==> config.mk <==
export PLATFORM = sky130hd
export DESIGN_NAME = f6_bias_act
export DESIGN_NICKNAME = d
export VERILOG_FILES = /design/src/rtl/f6_bias_act.sv
export SDC_FILE = /design/constraint.sdc
export NUM_CORES = 1
export LEC_CHECK = 0
export BUFFER_PORTS_ARGS = -buffer_cell sky130_fd_sc_hd__buf_2
export CAP_MARGIN = 0
export CORE_ASPECT_RATIO = 0.75
export CORE_MARGIN = 2
export CORE_UTILIZATION = 45
export CTS_BUF_LIST = sky130_fd_sc_hd__clkbuf_8
export CTS_CLUSTER_SIZE = 28
export DETAILED_ROUTE_END_ITERATION = 12
export PLACE_DENSITY_LB_ADDON = 0.2
export RECOVER_POWER = 25
export SLEW_MARGIN = 25
export SYNTH_ARGS = -nofsm -noshare
export SYNTH_HDL_FRONTEND = slang
export SYNTH_SLANG_ARGS = --single-unit
==> constraint.sdc <==
create_clock -name i_sclk -period 7.15 [get_ports i_sclk]
set_clock_uncertainty 0.05 [all_clocks]
set_input_delay 1.0725 -clock i_sclk [delete_from_list [all_inputs] [get_ports i_sclk]]
set_output_delay 1.0725 -clock i_sclk [all_outputs]
set_load 0.01 [all_outputs]
==> src/rtl/f6_bias_act.sv <==
// F6 bias add, requantise and saturate; biases held in a local register file.
// Optional build macro F6_RELU_EN clamps negative activations to zero.
module f6_bias_act #(
  parameter int WD     = 8,
  parameter int NUM    = 84,
  parameter int AW     = 20,
  parameter int BSHIFT = 4,
  parameter int OSHIFT = 6
) (
  input  logic                 i_sclk,
  input  logic                 i_rst,
  input  logic                 i_b_en,
  input  logic [7:0]           i_b_num,
  input  logic signed [WD-1:0] i_bias,
  input  logic                 i_acc_en,
  input  logic signed [AW-1:0] i_acc,
  output logic                 o_ready,
  output logic                 o_y_en,
  output logic [7:0]           o_y_num,
  output logic signed [WD-1:0] o_y,
  output logic                 o_done,
  output logic                 o_err
);

  localparam logic [0:0] LOAD = 1'b0;
  localparam logic [0:0] RUN  = 1'b1;

  localparam int NW = (NUM > 1) ? $clog2(NUM) : 1;
  localparam logic [7:0] NUM_B = 8'(NUM);

  localparam int YMAXI = 2**(WD-1) - 1;
  localparam int YMINI = -(2**(WD-1));
  localparam logic signed [AW:0] YMAX = YMAXI[AW:0];
  localparam logic signed [AW:0] YMIN = YMINI[AW:0];

  logic [0:0] state;
  logic [7:0] load_cnt;
  logic [7:0] nrn_cnt;

  logic signed [WD-1:0] bias_q [NUM];

  logic                 s1_v;
  logic [7:0]           s1_num;
  logic signed [AW:0]   s1_sum;

  logic                 b_ok;
  logic                 b_wr;
  logic                 acc_go;
  logic [7:0]           b_idx;
  logic signed [WD-1:0] bias_rd;
  logic signed [AW:0]   bias_ext;
  logic signed [AW:0]   acc_ext;
  logic signed [AW:0]   sum_c;
  logic signed [AW:0]   q_c;
  logic signed [WD-1:0] y_c;

  assign b_ok   = (i_b_num != 8'd0) && (i_b_num <= NUM_B);
  assign b_wr   = i_b_en && b_ok;
  assign acc_go = i_acc_en && (state == RUN);
  assign b_idx  = i_b_num - 8'd1;

  assign o_ready = (state == RUN);

  assign bias_rd  = bias_q[nrn_cnt[NW-1:0]];
  assign bias_ext = {{(AW+1-WD){bias_rd[WD-1]}}, bias_rd};
  assign acc_ext  = {i_acc[AW-1], i_acc};
  assign sum_c    = acc_ext + (bias_ext <<< BSHIFT);
  assign q_c      = s1_sum >>> OSHIFT;

  // saturate the requantised sum, then optionally rectify
  always_comb begin
    y_c = q_c[WD-1:0];
    if (q_c > YMAX)
      y_c = YMAX[WD-1:0];
    else if (q_c < YMIN)
      y_c = YMIN[WD-1:0];
`ifdef F6_RELU_EN
    if (y_c[WD-1])
      y_c = '0;
`else
    y_c = y_c;
`endif
  end

  // load/run control, neuron counter and sticky error flag
  always_ff @(posedge i_sclk) begin
    if (i_rst) begin
      state    <= LOAD;
      load_cnt <= 8'd0;
      nrn_cnt  <= 8'd0;
      o_err    <= 1'b0;
    end else begin
      if (i_b_en && !b_ok)
        o_err <= 1'b1;
      if (i_acc_en && (state == LOAD))
        o_err <= 1'b1;
      unique case (state)
        LOAD: begin
          if (b_wr) begin
            if (load_cnt == NUM_B - 8'd1) begin
              state    <= RUN;
              load_cnt <= 8'd0;
            end else begin
              load_cnt <= load_cnt + 8'd1;
            end
          end
        end
        RUN: begin
          if (acc_go) begin
            if (nrn_cnt == NUM_B - 8'd1)
              nrn_cnt <= 8'd0;
            else
              nrn_cnt <= nrn_cnt + 8'd1;
          end
          if (b_wr) begin
            state    <= LOAD;
            load_cnt <= 8'd1;
            nrn_cnt  <= 8'd0;
          end
        end
        default: state <= LOAD;
      endcase
    end
  end

  // bias register file; a same-cycle read sees the old value
  always_ff @(posedge i_sclk) begin
    if (i_rst) begin
      for (int i = 0; i < NUM; i++)
        bias_q[i] <= '0;
    end else if (b_wr) begin
      bias_q[b_idx[NW-1:0]] <= i_bias;
    end
  end

  // stage 1: bias alignment and add
  always_ff @(posedge i_sclk) begin
    if (i_rst) begin
      s1_v   <= 1'b0;
      s1_num <= 8'd0;
      s1_sum <= '0;
    end else begin
      s1_v <= acc_go;
      if (acc_go) begin
        s1_sum <= sum_c;
        s1_num <= nrn_cnt + 8'd1;
      end
    end
  end

  // stage 2: registered activation output
  always_ff @(posedge i_sclk) begin
    if (i_rst) begin
      o_y_en  <= 1'b0;
      o_y_num <= 8'd0;
      o_y     <= '0;
      o_done  <= 1'b0;
    end else begin
      o_y_en <= s1_v;
      o_done <= s1_v && (s1_num == NUM_B);
      if (s1_v) begin
        o_y     <= y_c;
        o_y_num <= s1_num;
      end
    end
  end

endmodule
==> results.sh <==
export IMPL_vias=26663
export IMPL_path_max_fanout=101
export IMPL_synth_distinct_cells=61
export IMPL_ant_nets=0
export IMPL_synth_seq_area_share_pct=67.12
export IMPL_overflow=0
export IMPL_post_cts_resized=0
export IMPL_clkSinkCount=1091
export IMPL_drv_cap=16
export IMPL_antenna_found_initial=6
export IMPL_regArea_um2=32110
export IMPL_path_delay_family="buffers and inverters"
export IMPL_rows=103
export IMPL_yosysWarningCount=0
export IMPL_fmax_mhz=179.5
export IMPL_path_common_cell="clkbuf_1"
export IMPL_cp_arrival_ns=5.48
export IMPL_fin_area_um2=54180
export IMPL_clock_latency_ns=0.88
export IMPL_clk_pin_slew_ns=0.06
export IMPL_drive_above_1_share_pct=19.67
export IMPL_io_pins=60
export IMPL_hold_viol_final=0
export IMPL_hp_class="flip-flop to flip-flop"
export IMPL_synth_main_ff_cell="edfxtp_1"
export IMPL_areaGrowthSynthToFinish_pct=13.31
export IMPL_layout_common_cells="edfxtp_1, and2_1, mux4_2"
export IMPL_violations="max-capacitance violations, max-slew violations"
export IMPL_syn_cell_area_um2=47810
export IMPL_finalCriticalPeriod_ns=5.572
export IMPL_fp_dieW_um=380.4
export IMPL_finalSetupViolations=0
export IMPL_startpoint_type="primary input"
export IMPL_dieArea_um2=108900
export IMPL_finalPower_mw=12.90
export IMPL_routedWlPerCell_um=23.50
export IMPL_clockBufferDepth=3
export IMPL_path_cells="clkbuf_1 -> clkbuf_1"
export IMPL_htreeDepth=4
export IMPL_fin_setup_tns_ns=0
export IMPL_critical_path_class="primary input to flip-flop"
export IMPL_grt_pass1_vias=26923
export IMPL_grt_max_degree=102
export IMPL_post_cts_buffers=0
export IMPL_drt_iter0_drc=2855
export IMPL_worst_slack_ns=1.578
export IMPL_p_per_area_nw_per_um2=238.2
export IMPL_slowest_stage="clkbuf_1"
export IMPL_syn_inst=2868
export IMPL_post_route_period_util_pct=77.93
export IMPL_slowest_delay_ns=3.41
export IMPL_slew_violations=1032
export IMPL_cp_required_ns=7.05
export IMPL_crit_buf_inv=2
export IMPL_cts_inserted_buffers=171
export IMPL_worstMarginPinSlew_ns=4.794
export IMPL_p_leak_nw=18.48
export IMPL_placed_area_um2=51210
export IMPL_layout_commonest_cell="edfxtp_1"
export IMPL_dpl_hpwl_mm=71.92
export IMPL_place_ws_ns=1.710
export IMPL_cts_tree="yes"
export IMPL_relSlewSlack_pct=-219.6
export IMPL_fill_cells=8742
export IMPL_synth_edf_count=1024
export IMPL_status="complete, but fails checks"
export IMPL_fin_util_pct=51.45
export IMPL_root_buffer="clkbuf_8"
export IMPL_grt_pass1_wl_mm=171.1
export IMPL_synth_area_per_cell_um2=16.67
export IMPL_end_kind="flip-flop"
export IMPL_vdd_drop_max_mv=0.1710
export IMPL_dr_pass1_iters=5
export IMPL_grt_use_total_pct=21.30
export IMPL_drc=0
export IMPL_die_height_um=286.3
export IMPL_port_buffers=55
export IMPL_multiInputGateArea_um2=16070
export IMPL_cts_hold_buf=0
export IMPL_start_util_pct=45.41
export IMPL_drt_wl_total_mm=114.4
export IMPL_finalNetCount=3377
export IMPL_async_flop_share_pct=0
export IMPL_gp_congestion=0.8568
export IMPL_routed_via_density=5.478
export IMPL_grt_setup_unrepaired="false"
export IMPL_yosys_register_bits=1091
export IMPL_core_um2=105300
[sequential cells by signal (all words and copies together), names as in the netlist, named ones only]
name,flops
s1_num,8
o_done,1
s1_v,1
load_cnt,8
s1_sum,15
o_y,8
o_err,1
o_ready,1
o_y_num,8
nrn_cnt,8
o_y_en,1
bias_q,1024
[logic make-up after synthesis]
logic type	count (synthesis)	synth area share, %
AO/OA/AOI/OAI	196	2.447
XOR/XNOR	19	0.3480
adder cells (fa/ha/maj)	18	0.4711
buffers and inverters	219	1.793
flip-flops	1091	67.12
multiplexers	363	16.17
other	1	0.007843
AND/OR/NAND/NOR	961	11.65
[where the power goes]
group	internal [mW]	switching (mW)	total (mW)
sequential	7.34	0.0911	7.43
clock	2.41	2.45	4.86
combinational	0.219	0.395	0.614
total	9.97	2.94	12.9
[cell usage after synthesis, types with 18 or more instances]
| library cell | n | area (µm²) |
|---|---|---|
| buf_1 | 26 | 97.59 |
| nand3_1 | 18 | 90.09 |
| mux2i_1 | 22 | 220.2 |
| ha_1 | 18 | 225.2 |
| clkbuf_1 | 167 | 626.9 |
| dfxtp_1 | 67 | 1341 |
| nor2_1 | 146 | 548.0 |
| a21oi_1 | 31 | 155.2 |
| o21ai_0 | 107 | 535.5 |
| nand2_1 | 37 | 138.9 |
| mux4_2 | 325 | 7320 |
| edfxtp_1 | 1024 | 30750 |
| and2_1 | 674 | 4217 |
[cell type report]
type / count / area share, %
repair buffers: 164 / 2.039
diodes: 3 / 0.01386
multi-input cells: 1877 / 29.66
clock inverters: 123 / 1.129
inverters: 14 / 0.09700
clock buffers: 178 / 4.522
flip-flops and latches: 1091 / 59.26
well taps: 1417 / 3.273
[per-layer routing]
metal	vias up	GRT usage [%]	share of wire [%]	wire length [µm]
li1	11597	-	-	-
met1	13822	31.85	45	51260
met2	1060	31.73	45	51520
met3	184	3.904	7.9	9010
met4	0	6.994	2.3	2604
met5	-	0	0	0
[worst paths after layout]
check / endpoint / slack, ns / depth (start not counted) / start
max: bias_q[115][5] / 1.58 / 2 / i_bias[5]
min: s1_sum[6] / 0.40 / 2 / s1_sum[6]
max reg2reg: s1_sum[20] / 1.67 / 15 / flip-flop
min reg2reg: s1_sum[6] / 0.40 / 2 / s1_sum[6]
[through the flow]
step | std cells | hold slack, ns
3_3_place_gp | 4563 | 0.3911
5_1_grt | 4866 | 0.4292
6_report | 4867 | 0.4033
2_1_floorplan | 3187 | 0.3697
4_1_cts | 4864 | 0.4062
3_5_place_dp | 4563 | 0.3979
Power figures use the tool's default switching activity.
